### src/rtl/approx_mult_pipe.sv
// rtl/approx_mult_pipe.sv - two-stage valid/ready W x W multiplier with per-operation truncated-row approximation
module approx_mult_pipe #(
  parameter int W     = 8,
  parameter int K     = 2,
  parameter int TAG_W = 4
) (
  input  logic               clk,
  input  logic               rst,
  input  logic               in_valid,
  output logic               in_ready,
  input  logic [W-1:0]       in_x,
  input  logic [W-1:0]       in_y,
  input  logic               in_approx,
  input  logic [TAG_W-1:0]   in_tag,
  output logic               out_valid,
  input  logic               out_ready,
  output logic [2*W-1:0]     out_z,
  output logic               out_approx,
  output logic [TAG_W-1:0]   out_tag
);

  localparam int ZW = 2 * W;
  localparam logic [W-1:0] LO_MASK = W'((64'd1 << K) - 64'd1);

  logic [W-1:0]     w_x_hi;
  logic [W-1:0]     w_x_lo;
  logic [ZW-1:0]    w_hi_prod;
  logic [ZW-1:0]    w_hi_term;
  logic [ZW-1:0]    w_lo_exact;
  logic [ZW-1:0]    w_lo_approx;
  logic             w_en1;
  logic             w_en2;

  logic             r_s1_valid;
  logic [ZW-1:0]    r_s1_hi;
  logic [ZW-1:0]    r_s1_lo;
  logic             r_s1_approx;
  logic [TAG_W-1:0] r_s1_tag;

  logic             r_s2_valid;
  logic [ZW-1:0]    r_z;
  logic             r_approx;
  logic [TAG_W-1:0] r_tag;

  // Split x into kept high rows and the K low rows that approximate mode truncates.
  assign w_x_hi     = in_x >> K;
  assign w_x_lo     = in_x & LO_MASK;
  assign w_hi_prod  = ZW'(in_y) * ZW'(w_x_hi);
  assign w_hi_term  = w_hi_prod << K;
  assign w_lo_exact = ZW'(in_y) * ZW'(w_x_lo);

  // Low rows: bits at or above column W stay exact, column W-1 rounds up to weight 2^W, the rest drop.
  always_comb begin
    w_lo_approx = '0;
    for (int i = 0; i < K; i++) begin
      for (int j = 0; j < W; j++) begin
        if (i + j >= W) begin
          w_lo_approx = w_lo_approx + (ZW'(in_x[i] & in_y[j]) << (i + j));
        end else if (i + j == W - 1) begin
          w_lo_approx = w_lo_approx + (ZW'(in_x[i] & in_y[j]) << W);
        end
      end
    end
  end

  assign w_en2    = !r_s2_valid || out_ready;
  assign w_en1    = !r_s1_valid || w_en2;
  assign in_ready = w_en1;

  always_ff @(posedge clk) begin
    if (rst) begin
      r_s1_valid  <= 1'b0;
      r_s1_hi     <= '0;
      r_s1_lo     <= '0;
      r_s1_approx <= 1'b0;
      r_s1_tag    <= '0;
      r_s2_valid  <= 1'b0;
      r_z         <= '0;
      r_approx    <= 1'b0;
      r_tag       <= '0;
    end else begin
      if (w_en1) begin
        r_s1_valid <= in_valid;
        if (in_valid) begin
          r_s1_hi     <= w_hi_term;
          r_s1_lo     <= in_approx ? w_lo_approx : w_lo_exact;
          r_s1_approx <= in_approx;
          r_s1_tag    <= in_tag;
        end
      end
      // Output registers only move when downstream can take them, so a stalled result holds.
      if (w_en2) begin
        r_s2_valid <= r_s1_valid;
        if (r_s1_valid) begin
          r_z      <= r_s1_hi + r_s1_lo;
          r_approx <= r_s1_approx;
          r_tag    <= r_s1_tag;
        end
      end
    end
  end

  assign out_valid  = r_s2_valid;
  assign out_z      = r_z;
  assign out_approx = r_approx;
  assign out_tag    = r_tag;

endmodule
### config.mk
export PLATFORM = sky130hd
export DESIGN_NAME = approx_mult_pipe
export DESIGN_NICKNAME = d
export VERILOG_FILES = /design/src/rtl/approx_mult_pipe.sv
export SDC_FILE = /design/constraint.sdc
export NUM_CORES = 1
export LEC_CHECK = 0
export BUFFER_PORTS_ARGS = -buffer_cell sky130_fd_sc_hd__clkbuf_2
export CORE_UTILIZATION = 40
export CTS_CLUSTER_DIAMETER = 40
export CTS_CLUSTER_SIZE = 20
export DETAILED_ROUTE_END_ITERATION = 8
export SYNTH_ARGS = -nofsm -noshare
export SYNTH_HDL_FRONTEND = slang
export SYNTH_SLANG_ARGS = --single-unit
### constraint.sdc
create_clock -name clk -period 10.68 [get_ports clk]
set_input_delay 2.136 -clock clk [delete_from_list [all_inputs] [get_ports clk]]
set_output_delay 2.136 -clock clk [all_outputs]
set_load 0.05 [all_outputs]
Word-level counts from Yosys, hierarchy flattened. Cells that the tools add are included.

Add/subtract/negate cells: 3. $mul: 2. Div/mod/pow operators: 0. Order comparisons: 0. Eq/ne operators: 0. Shifts and indexed selects: 0. Muxes and demuxes: 1. Bitwise gates (word level): 3. Reductions and logical operators: 6.

Operator list (count): 16-bit adder (1); 8-bit by 6-bit multiplier with 14-bit output (1); 10-bit by 9-bit adder with 11-bit output (1); 11-bit 2-to-1 mux (1); 9-bit by 9-bit adder with 10-bit output (1); 8-bit by 2-bit multiplier with 10-bit output (1); 2-bit AND reduction (2); 1-bit bitwise AND (3); 1-bit zero test (2); 1-bit logical OR (2).

Flip-flop bits (word level): 58. Latch bits: 0. RAM bits: 0. ROM bits: 0. Bits of input ports: 25. Output and inout port bits: 23. Logic and storage cells: 24. Memories kept: 0.

Logic depth before layout (Yosys ltp). Gate-level depths: netlist of the first run.

Word-level depth: 4. Depth in mapped cells: 13. Depth with buffers taken out: 13.

Worst setup path before layout of the first run. Ideal clock, no wire load.

Kind: in2reg. Start point: in in_x[4]. End point: reg r_s1_hi[11]. Library setup time: 0.062 ns. Arrival: 5.315 ns. Data required time: 10.618 ns. Setup slack: 5.303 ns. Stages on the path: 12. Buffers on the path: 0. Cells stage by stage: and2_1 fa_1 inv_1 fa_1 fa_1 inv_1 ha_1 nor2b_4 o31a_1 o21a_1 or4_1 nand3_1.

Longest elaborated chain between the ends: 1.

RTL lines: start: declaration (RTL line 11) `input logic [W-1:0] in_x,`; 8-bit by 6-bit multiplier with 14-bit output (RTL line 48) `assign w_hi_prod = ZW'(in_y) * ZW'(w_x_hi);`; end signal: assignment (RTL line 85) `r_s1_hi <= w_hi_term;`; end: declaration (RTL line 35) `logic [ZW-1:0] r_s1_hi;`.

No other way between the ends. A chain may end at the register's enable or synchronous reset.

Worst setup path in the final report of the first run.
Start point: in in_x[4]. End point: reg r_s1_hi[13].

The elaborated chain is that of the path after synthesis.

==> results of run 1 <==
## power groups by stage
stage / Combinational (mW) / Clock [mW] / Sequential, mW
finish: 0.253 / 0.134 / 0.226
global route: 0.287 / 0.145 / 0.228
CTS: 0.254 / 0.138 / 0.226
detailed placement: 0.251 / 0 / 0.230
global placement: 0.248 / 0 / 0.230
floorplan: 0.180 / 0 / 0.242
## final timing paths
path	end	slack [ps]	depth (start not counted)
hold / removal	out_z[5]	460	2
setup / recovery	r_s1_hi[13]	5270	13
hold reg to reg	out_z[5]	460	2
setup reg to reg	out_z[12]	8640	8
## placed cells by master (no fill, tap or decap), types with 8 or more instances in the layout
master,instances
clkbuf_2,47
dfxtp_1,52
a21oi_1,48
nor2_1,17
fa_1,28
nand2_1,66
nand3_1,17
and2_1,52
o21ai_0,22
a211oi_1,8
nor3_1,13
inv_1,48
ha_1,38
xor2_1,8
## cell usage after synthesis, types with 2 or more instances
| master | count |
|---|---|
| a221oi_1 | 2 |
| a31oi_1 | 3 |
| nand3b_1 | 4 |
| and2_1 | 52 |
| a211oi_1 | 8 |
| fa_1 | 28 |
| nor4b_1 | 3 |
| nor2_1 | 17 |
| nand2_1 | 66 |
| o2111ai_1 | 5 |
| inv_1 | 48 |
| nor3_1 | 13 |
| o21a_1 | 6 |
| xor2_1 | 8 |
| o21ai_1 | 2 |
| or3_1 | 7 |
| o211a_1 | 2 |
| buf_2 | 5 |
| o31a_1 | 2 |
| a21o_1 | 5 |
| buf_1 | 2 |
| and3_1 | 7 |
| o21ai_0 | 22 |
| dfxtp_1 | 52 |
| or4_1 | 5 |
| ha_1 | 38 |
| clkbuf_1 | 13 |
| nand3_1 | 17 |
| a21oi_1 | 48 |
| o211ai_1 | 5 |
| o311ai_1 | 3 |
| nor2b_1 | 5 |
## routing by layer
| metal | wire length [um] | vias up |
|---|---|---|
| met5 | 0 | - |
| li1 | - | 1854 |
| met1 | 4920 | 1716 |
| met4 | 106 | 0 |
| met2 | 4340 | 65 |
| met3 | 328 | 9 |
## flip-flops by register name, summed over array words and instances, names as in the netlist
| name | flops |
|---|---|
| out_approx | 1 |
| out_tag | 4 |
| out_z | 16 |
| r_s1_lo | 10 |
| r_s1_tag | 4 |
| r_s1_hi | 14 |
| r_s1_valid | 1 |
| r_s1_approx | 1 |
| out_valid | 1 |
## cells by family (layout without fill, tap and decap cells)
group | count (synthesis) | in the layout | share of synthesized area, %
fa+ha+maj | 66 | 66 | 24.3
xor+xnor | 9 | 9 | 1.85
buf+inv | 69 | 105 | 6.41
simple gates | 201 | 201 | 24.8
flops | 52 | 52 | 24.5
compound gates | 122 | 122 | 18.1
## tightest hold or removal path, stage by stage, from the launching register on
cell	delay (ps)
dfxtp_1	320
nand2_1	50
a21oi_1	50
## cell type report
| cell class | count | area (um^2) | area share [%] |
|---|---|---|---|
| multi-input combinational | 398 | 2940 | 62.7 |
| inverter | 48 | 180 | 3.84 |
| tap | 136 | 170 | 3.62 |
| clock buffer | 5 | 68.8 | 1.47 |
| sequential | 52 | 1040 | 22.2 |
| clock inverter | 3 | 42.5 | 0.906 |
| timing repair buffer | 49 | 250 | 5.33 |
## per-stage QoR
stage	power [mW]	instances	hold slack [ps]	area [um^2]
global placement	0.478	683	436	4580
global route	0.659	691	480	4700
detailed placement	0.482	683	444	4580
finish	0.613	691	457	4700
CTS	0.617	691	457	4700
floorplan	0.422	519	432	4260
==> summary.md, run 1 <==
| Metric | Value |
|---|---|
| Reg power frac | `a little under two fifths` |
| Grt peak-use layer | `met2` |
| CP startpoint | `in_x[4]` |
| Pre-CTS setup slack | `4960 ps` |
| Met2 GRT Util | `a little under 30%` |
| P_sw | `0.230 mW` |
| IO Port Bufs | `47` |
| Max-cap viol count | `0` |
| Filler cells | `1060` |
| Met1 GRT Util | `25.0%` |
| Global placer's final weighted congestion | `approximately 0.8` |
| VDD IR max | `0.0492 mV` |
| TNS Setup | `0 ps` |
| Worst-margin pin slew | `between 800 and 900 ps` |
| Number of global-route vias before repair | `around 3400` |
| Vias per cell | `about 5.3` |
| Crit path DAT | `about 5600 ps` |
| Seq cells post-synth | `52` |
| Worst setup margin | `~5300 ps` |
| Largest delay share family, worst path | `adder cells` |
| Unique masters post-synth | `48` |
| Area share of the largest cell type after synthesis | `approximately a quarter` |
| Final hold vios | `0` |
| Final WL | `between 9000 and 10000 um` |
| FFs w/ async S/R, synth | `0%` |
| Combinational Power Share | `41.3%` |
| Full die area | `roughly 0.011 mm^2` |
| Die Span X | `between 100 and 150 um` |
| Cell mode on critical path | `fa_1` |
| Critical path buffers and inverters | `3` |
| Hpwl dp | `about 7500 um` |
| I/O pins | `between 40 and 50` |
| HP Class | `reg2reg` |
| Slew Limit Fails | `0` |
| Cell-internal power | `0.383 mW` |
| R2R Path Start | `r_s1_hi[2]` |
| Syn nets | `610` |
| P&R area growth vs syn | `10.3%` |
| Max stage delay on crit path | `between 500 and 600 ps` |
| Critical path's slowest cell | `fa_1` |
| Critical path endpoint category | `flop` |
| Detailed Route Iter0 Violations | `160` |
| Final min period | `roughly 5400 ps` |
| Remaining antenna violation count | `0` |
| Synth Instances | `around 520` |
| Post-CTS Hold Fix Bufs | `0` |
| Antenna violations before repair | `0` |
| Initial core utilization | `between 40% and 50%` |
| DIE HEIGHT | `around 110 um` |
| Maximum buffer depth of the clock tree | `2` |
| First-pass GRT wire length | `between 15000 and 20000 um` |
| Crit path launch type | `input port` |
| Largest net degree at the start of global routing | `52` |
| Drt drc | `0` |
| Hold Startpoint | `out_z[5]` |
| Max frequency | `~0.18 GHz` |
| # rows | `37` |
| P per Cell Area | `roughly 130 mW/mm^2` |
| YS warnings | `0` |
| Global Route Usage Sum | `~18%` |
| DRT Pass-1 Iters | `5` |
| Avg WL per Cell | `14.0 um` |
| Top_reg_cell synth | `dfxtp_1` |
| Switching Share | `between 30 and 40%` |
| Worst skew pair latency | `about 310 ps` |
| Final setup viols | `0` |
| Crit-path cells | `clkbuf_2 > and2_1 > fa_1 > inv_1 > fa_1 > fa_1 > inv_1 > ha_1 > nor2b_4 > o31a_1 > o2111ai_1 > a2111oi_0 > a311o_1` |
| Clock tree root buffer cell | `clkbuf_8` |
| Final Util | `between 40 and 50%` |
| CTS buffer count | `5` |
| Tcrit/Tclk final | `about half` |
| Final net count | `about 650` |
| Leak | `2.13 nW` |
| CTS tree | `built` |
| Cts repair resizes | `0` |
| Ant. Diodes | `0` |
| Core Area | `between 0.01 and 0.015 mm^2` |
| Clock Power Share | `21.9%` |
| Worst clock skew | `7.39 ps` |
| Syn_area_per_cell | `slightly above 8 um^2` |
| H-tree Lvls | `2` |
| RSZ-0062 raised after global routing | `no` |
| Yosys top cell by area | `dfxtp_1` |
| Total number of vias | `3644` |
| Status | `finished, final reports clean` |
| Area contributors post-synth | `dfxtp_1, fa_1, ha_1` |
| Critical Path Fanout Max | `8` |
| CTS clk-pin slew, worst paths | `about 90 ps` |
| Slew margin rel. | `a little under half` |
| Post-CTS setup buffers | `0` |
| Mapped cell area | `around 0.0043 mm^2` |
| Required @ worst endpoint | `10880 ps` |
| Fraction of layout cells with a size suffix above 1 | `11.0%` |
| Met3 GRT Util | `around 2.2%` |
| Post-synth EDFFs | `0` |
| Critical path type | `in2reg` |
| Clock Sinks | `52` |
| Total gr overflow | `0` |
| Sequential fraction of the synthesis area | `between 20% and 30%` |
Note: power is estimated with default switching activity, not from simulation.
==> run 2, diff against run 1 <==
Settings changed: ABC_AREA from default to 1.
Clock period 10.68 ns to 5 ns, I/O delays scaled along.
==> summary.md, run 2 <==
| Metric | Value |
|---|---|
| Cell mode on critical path | `inv_1 (was fa_1)` |
| Post-CTS Hold Fix Bufs | `0 (unchanged)` |
| CTS tree | `built (unchanged)` |
| Hold Path Sink | `r_s1_lo[1] (was out_z[5])` |
| Clock tree root buffer cell | `clkbuf_16 (was clkbuf_8)` |
| DRT Pass-1 Iters | `4 (was 5)` |
| Number of global-route vias before repair | `4058 (was 3409)` |
| Global Route Usage Sum | `19.8% (was 18.0%)` |
| Critical path's slowest cell | `fa_1 (unchanged)` |
| TNS Setup | `0 ps (unchanged)` |
| Max stage delay on crit path | `550 ps (was 540 ps)` |
| Cts repair resizes | `0 (unchanged)` |
| Detailed Route Iter0 Violations | `179 (was 160)` |
| Post-CTS setup buffers | `0 (unchanged)` |
| Commonest non-fill, non-tap cell in the layout | `nand2_1 (unchanged)` |
| Area of the multi-input gates | `0.00287 mm^2 (was 0.00294 mm^2)` |
| Hold Startpoint | `r_s1_lo[1] (was out_z[5])` |
| DIE HEIGHT | `110 um (was 105 um)` |
| Total power | `1.49 mW (was 0.613 mW)` |
| Worst-margin pin slew | `924 ps (was 812 ps)` |
| Syn_area_per_cell | `6.42 um^2 (was 8.20 um^2)` |
| Ant. Diodes | `0 (unchanged)` |
| CTS buffer count | `5 (unchanged)` |
| Leak | `3.05 nW (was 2.13 nW)` |
| Fraction of layout cells with a size suffix above 1 | `8.68% (was 11.0%)` |
| Critical path type | `in2reg (unchanged)` |
| Placed cells | `881 (was 683)` |
| # rows | `38 (was 37)` |
| Crit-path cells | `clkbuf_2 > nand2_1 > inv_1 > fa_1 > fa_1 > inv_1 > fa_1 > inv_1 > ha_1 > a21oi_1 > nor2_1 > nor2_1 > a21o_1 > nand3_1 > nand2_1 > inv_1 (was clkbuf_2 > and2_1 > fa_1 > inv_1 > fa_1 > fa_1 > inv_1 > ha_1 > nor2b_4 > o31a_1 > o2111ai_1 > a2111oi_0 > a311o_1)` |
| Final hold vios | `0 (unchanged)` |
| Final setup viols | `0 (unchanged)` |
| Tcrit/Tclk final | `80.5%` |
| I/O pins | `48 (unchanged)` |
| Final WL | `10800 um (was 9700 um)` |
| Post-Place Cell Area | `0.00492 mm^2 (was 0.00458 mm^2)` |
| Pre-CTS setup slack | `691 ps (was 4960 ps)` |
| Worst clock skew | `4.51 ps (was 7.39 ps)` |
| Top-count cell post-synth | `nand2_1 (unchanged)` |
| Clock Sinks | `52 (unchanged)` |
| Sequential cell area | `0.00104 mm^2 (unchanged)` |
| Area contributors post-synth | `dfxtp_1, nand2_1, inv_1 (was dfxtp_1, fa_1, ha_1)` |
| Remaining antenna violation count | `0 (unchanged)` |
| Drt drc | `0 (unchanged)` |
| Max reg flops | `16 (unchanged)` |
| Top_reg_cell synth | `dfxtp_1 (unchanged)` |
| FFs w/ async S/R, synth | `0% (unchanged)` |
| YS warnings | `0 (unchanged)` |
| Vias per cell | `4.74 (was 5.27)` |
| P&R area growth vs syn | `9.74% (was 10.3%)` |
| Hpwl dp | `8670 um (was 7500 um)` |
| Worst skew pair latency | `290 ps (was 310 ps)` |
| Worst Reg-to-Reg Cells | `6 (was 8)` |
| Filler cells | `1212 (was 1060)` |
| CTS clk-pin slew, worst paths | `70 ps (was 90 ps)` |
| Synth top cells by count | `nand2_1, inv_1, nor2_1 (was nand2_1, and2_1, dfxtp_1)` |
| Post-synth EDFFs | `0 (unchanged)` |
| Critical Path Fanout Max | `8 (unchanged)` |
| R2R Path End | `out_z[7] (was out_z[12])` |
| Total number of vias | `4213 (was 3644)` |
| Largest net degree at the start of global routing | `33 (was 52)` |
| Initial core utilization | `41.9% (was 41.2%)` |
| Final Util | `46.0% (was 45.5%)` |
| Final hold slack | `472 ps (was 457 ps)` |
| Crit path DAT | `4220 ps (was 5610 ps)` |
| Design area | `0.00509 mm^2 (was 0.00470 mm^2)` |
| Maximum buffer depth of the clock tree | `2 (unchanged)` |
| Required @ worst endpoint | `5200 ps (was 10880 ps)` |
| IO Port Bufs | `47 (unchanged)` |
| Max-cap viol count | `0 (unchanged)` |
| First-pass GRT wire length | `18700 um (was 16200 um)` |
| Max frequency | `approximately 0.25 GHz` |
| Mapped cell area | `0.00464 mm^2 (was 0.00426 mm^2)` |
| Yosys top cell by area | `dfxtp_1 (unchanged)` |
| RSZ-0062 raised after global routing | `no (unchanged)` |
| Status | `finished, final reports clean (unchanged)` |
| VDD IR max | `0.146 mV (was 0.0492 mV)` |
| Non-Filler Instances | `889 (was 691)` |
| R2R Path Start | `out_valid (was r_s1_hi[2])` |
| Synth Instances | `723 (was 519)` |
| P per Cell Area | `293 mW/mm^2 (was 131 mW/mm^2)` |
| Slew Limit Fails | `0 (unchanged)` |
| Avg WL per Cell | `12.2 um (was 14.0 um)` |
| Worst setup margin | `974 ps (was 5270 ps)` |
| Antenna violations before repair | `0 (unchanged)` |
| Sequential fraction of the synthesis area | `22.4% (was 24.5%)` |
| Critical path endpoint category | `flop (unchanged)` |
| Most frequent cells in the layout | `nand2_1, inv_1, nor2_1 (was nand2_1, and2_1, dfxtp_1)` |
| Die Span X | `110 um (was 105 um)` |
| Full die area | `0.0120 mm^2 (was 0.0111 mm^2)` |
| Syn nets | `814 (was 610)` |
| Unique masters post-synth | `27 (was 48)` |
| HP Class | `reg2reg (unchanged)` |
| Final net count | `839 (was 645)` |
| Core Area | `0.0111 mm^2 (was 0.0103 mm^2)` |
| Final min period | `around 4000 ps` |
| Global placer's final weighted congestion | `0.889 (was 0.825)` |
| Total gr overflow | `0 (unchanged)` |
| Worst R2R Setup Slack | `3090 ps (was 8640 ps)` |
| H-tree Lvls | `2 (unchanged)` |
| Seq cells post-synth | `52 (unchanged)` |
| Cell count of the worst hold path | `2 (unchanged)` |
| Area share of the largest cell type after synthesis | `22.4% (was 24.5%)` |
| Crit path launch type | `input port (unchanged)` |
| Slew margin rel. | `38.3% (was 45.9%)` |
-- run 2: worst max-delay path by stage --
stage / startpoint / to / slack (ps) / cells after the start
after floorplan: in_y[4] / r_s1_hi[13] / 960 / 16
after global placement: in_y[2] / r_s1_hi[12] / 740 / 16
after detailed placement: in_y[2] / r_s1_hi[12] / 690 / 16
after CTS: in_y[2] / r_s1_hi[12] / 960 / 16
after global routing: in_y[2] / r_s1_hi[12] / 800 / 16
final: in_y[2] / r_s1_hi[12] / 970 / 16
-- run 2: cell type report --
class	count	area share, %
well taps	140	3.44
inverters	159	11.7
clock buffers	5	2.46
clock inverters	3	0.836
flip-flops and latches	52	20.4
repair buffers	48	4.77
multi-input cells	482	56.3
-- run 2: routing by layer --
metal	GRT usage (%)	routed length (um)
met1	26.9	5390
met2	34.3	4940
met3	2.02	396
met4	3.43	86
met5	0	0
-- run 2: kinds of logic after synthesis --
kind of cell	count (synthesis)	share of synthesized area, %
and+or+nand+nor	341	30.2
buffers and inverters	189	15.7
AOI/OAI and AO/OA	67	7.79
adders and majority gates	66	22.3
DFF	52	22.4
xor gates and xnor gates	8	1.51
-- run 2: where the power goes --
part / switching [mW] / leakage (nW) / internal, mW / total, mW
Sequential: 0.0277 / 0.429 / 0.453 / 0.481
Combinational: 0.405 / 2.54 / 0.216 / 0.621
Clock: 0.153 / 0.0798 / 0.235 / 0.389
Total: 0.586 / 3.05 / 0.905 / 1.49
-- run 2: worst max-delay path: cells and delay by family --
kind,cells,cell delay [ps]
AOI/OAI and AO/OA,2,420
adders and majority gates,4,1950
buffers and inverters,5,350
and+or+nand+nor,5,500
==> run 3, diff against run 2 <==
Clock period 5 ns to 3.3 ns, I/O delays scaled along.
==> summary.md, run 3 (synthesized netlist as in run 2, its figures left out) <==
| Metric | Value |
|---|---|
| Worst R2R Setup Slack | `1320 ps (was 3090 ps)` |
| Status | `complete, but fails checks (was finished, final reports clean)` |
| Leak | `3.28 nW (was 3.05 nW)` |
| Global Route Usage Sum | `20.1% (was 19.8%)` |
| First-pass GRT wire length | `19200 um (was 18700 um)` |
| RSZ-0062 raised after global routing | `yes (was no)` |
| Drt drc | `0 (unchanged)` |
| Worst skew pair latency | `290 ps (about the same)` |
| Final net count | `877 (was 839)` |
| Max frequency | `0.300 GHz` |
| CP endpoint | `r_s1_hi[12] (unchanged)` |
| VDD IR max | `0.261 mV (was 0.146 mV)` |
| Critical path endpoint category | `flop (unchanged)` |
| Avg WL per Cell | `12.3 um (was 12.2 um)` |
| P per Cell Area | `466 mW/mm^2 (was 293 mW/mm^2)` |
| Fraction of layout cells with a size suffix above 1 | `19.6% (was 8.68%)` |
| Worst-margin pin slew | `966 ps (was 924 ps)` |
| Slew Limit Fails | `0 (unchanged)` |
| Antenna violations before repair | `0 (unchanged)` |
| CTS clk-pin slew, worst paths | `70 ps (about the same)` |
| Final min period | `between 3000 and 4000 ps` |
| Final setup viols | `1 (was 0)` |
| DIE HEIGHT | `110 um (unchanged)` |
| Vias per cell | `4.72 (was 4.74)` |
| Worst clock skew | `2.79 ps (was 4.51 ps)` |
| Remaining antenna violation count | `0 (unchanged)` |
| Detailed Route Iter0 Violations | `221 (was 179)` |
| Final hold vios | `0 (unchanged)` |
| Clock Power Share | `23.0% (was 26.1%)` |
| Final hold slack | `465 ps (was 472 ps)` |
| Non-Filler Instances | `927 (was 889)` |
| H-tree Lvls | `2 (unchanged)` |
| Required @ worst endpoint | `3490 ps (was 5200 ps)` |
| Critical path's slowest cell | `fa_1 (unchanged)` |
| Maximum buffer depth of the clock tree | `2 (unchanged)` |
| Worst setup margin | `-33.9 ps (was 974 ps)` |
| Design area | `0.00568 mm^2 (was 0.00509 mm^2)` |
| Full die area | `0.0120 mm^2 (unchanged)` |
| Tcrit/Tclk final | `101%` |
| Critical path type | `in2reg (unchanged)` |
| IO Port Bufs | `47 (unchanged)` |
| Max reg flops | `16 (unchanged)` |
| Final Util | `51.3% (was 46.0%)` |
| I/O pins | `48 (unchanged)` |
| Switching Share | `39.0% (was 39.3%)` |
| CTS buffer count | `5 (unchanged)` |
| Combinational Power Share | `49.5% (was 41.7%)` |
| Worst Reg-to-Reg Cells | `6 (unchanged)` |
| Max-cap viol count | `0 (unchanged)` |
| Slew margin rel. | `35.5% (was 38.3%)` |
| Clock tree root buffer cell | `clkbuf_16 (unchanged)` |
| Total gr overflow | `0 (unchanged)` |
| Placed cells | `916 (was 881)` |
| Core Area | `0.0111 mm^2 (unchanged)` |
| DRT Pass-1 Iters | `4 (unchanged)` |
| Max stage delay on crit path | `570 ps (was 550 ps)` |
| P_sw | `1.03 mW (was 0.586 mW)` |
| Post-CTS Hold Fix Bufs | `0 (unchanged)` |
| Initial core utilization | `41.9% (unchanged)` |
| Most frequent cells in the layout | `nand2_1, inv_1, nor2_1 (unchanged)` |
| R2R Path Start | `out_valid (unchanged)` |
| HP Class | `reg2reg (unchanged)` |
| Failing checks | `setup timing` |
| Crit-path cells | `buf_12 > nand2_4 > inv_2 > fa_1 > fa_1 > inv_2 > fa_1 > inv_2 > ha_4 > a21oi_4 > nor2_1 > nor2_1 > a21o_1 > nand3_2 > nand2_1 > inv_1 (was clkbuf_2 > nand2_1 > inv_1 > fa_1 > fa_1 > inv_1 > fa_1 > inv_1 > ha_1 > a21oi_1 > nor2_1 > nor2_1 > a21o_1 > nand3_1 > nand2_1 > inv_1)` |
| Crit path launch type | `input port (unchanged)` |
| CTS tree | `built (unchanged)` |
| Reg power frac | `27.5% (was 32.3%)` |
| Cell-internal power | `1.61 mW (was 0.905 mW)` |
| Hpwl dp | `9120 um (was 8670 um)` |
| Final WL | `11400 um (was 10800 um)` |
| Global placer's final weighted congestion | `0.900 (was 0.889)` |
| Largest net degree at the start of global routing | `33 (unchanged)` |
| Ant. Diodes | `0 (unchanged)` |
| Die Span X | `110 um (unchanged)` |
| Clock Sinks | `52 (unchanged)` |
| # rows | `38 (unchanged)` |
| Number of global-route vias before repair | `4147 (was 4058)` |
| Post-Place Cell Area | `0.00531 mm^2 (was 0.00492 mm^2)` |
| Critical Path Fanout Max | `6 (was 8)` |
| R2R Path End | `out_z[7] (unchanged)` |
| Commonest non-fill, non-tap cell in the layout | `nand2_1 (unchanged)` |
| P&R area growth vs syn | `22.5% (was 9.74%)` |
| CP startpoint | `in_x[7] (was in_y[2])` |
| Total number of vias | `4374 (was 4213)` |
| Crit path DAT | `3530 ps (was 4220 ps)` |
[run 3: power groups by stage]
stage	clock network, mW	registers, mW	logic [mW]
6_report	0.608	0.729	1.31
5_1_grt	0.648	0.738	1.47
4_1_cts	0.623	0.729	1.23
3_5_place_dp	0	0.744	1.21
3_3_place_gp	0	0.741	1.19
2_1_floorplan	0	0.800	0.826
[run 3: per-layer routing]
| metal | global-route usage [%] | share of wire [%] | vias up |
|---|---|---|---|
| met2 | 34.1 | 46 | 73 |
| met1 | 27.4 | 50 | 1978 |
| met3 | 2.02 | 2.0 | 14 |
| li1 | - | - | 2309 |
| met4 | 4.95 | 1.7 | 0 |
| met5 | 0 | 0 | - |
[run 3: cell type report]
| type | count | area, um^2 |
|---|---|---|
| Inverter | 159 | 597 |
| Fill cell | 1145 | 5400 |
| Clock inverter | 2 | 38.8 |
| Multi-Input combinational cell | 482 | 3080 |
| Timing Repair Buffer | 86 | 612 |
| Tap cell | 140 | 175 |
| Clock buffer | 6 | 139 |
| Sequential cell | 52 | 1040 |
[run 3: worst max-delay path: cells and delay by family]
| family | cells | cell delay, ps |
|---|---|---|
| AOI/OAI and AO/OA | 2 | 340 |
| adders and majority gates | 4 | 1840 |
| buffers and inverters | 5 | 280 |
| and+or+nand+nor | 5 | 420 |
[run 3: how the worst min path moves through the flow]
stage | cells after the start | to | from | slack [ps]
finish | 2 | r_s1_lo[1] | r_s1_lo[1] | 460
floorplan | 2 | r_s1_lo[0] | r_s1_lo[0] | 440
detailed placement | 2 | r_s1_lo[1] | r_s1_lo[1] | 450
global route | 2 | r_s1_lo[1] | r_s1_lo[1] | 480
CTS | 2 | r_s1_lo[1] | r_s1_lo[1] | 460
global placement | 2 | r_s1_lo[0] | r_s1_lo[0] | 450
[run 3: repair_timing]
action / in CTS / in global routing
endpoints found under the setup margin: 4 / 7
pin swaps: 2 / 22
endpoints found under the hold margin: 0 / 0
resized for setup: 3 / 72
setup buffers: 1 / 2
[run 3: stage by stage]
stage	total power, mW	setup WS [ps]	TNS, ps
2_1_floorplan	1.63	-112	-456
3_3_place_gp	1.93	-327	-2090
3_5_place_dp	1.95	-364	-2390
4_1_cts	2.58	0.452	0
5_1_grt	2.85	-171	-642
6_report	2.65	-33.9	-33.9
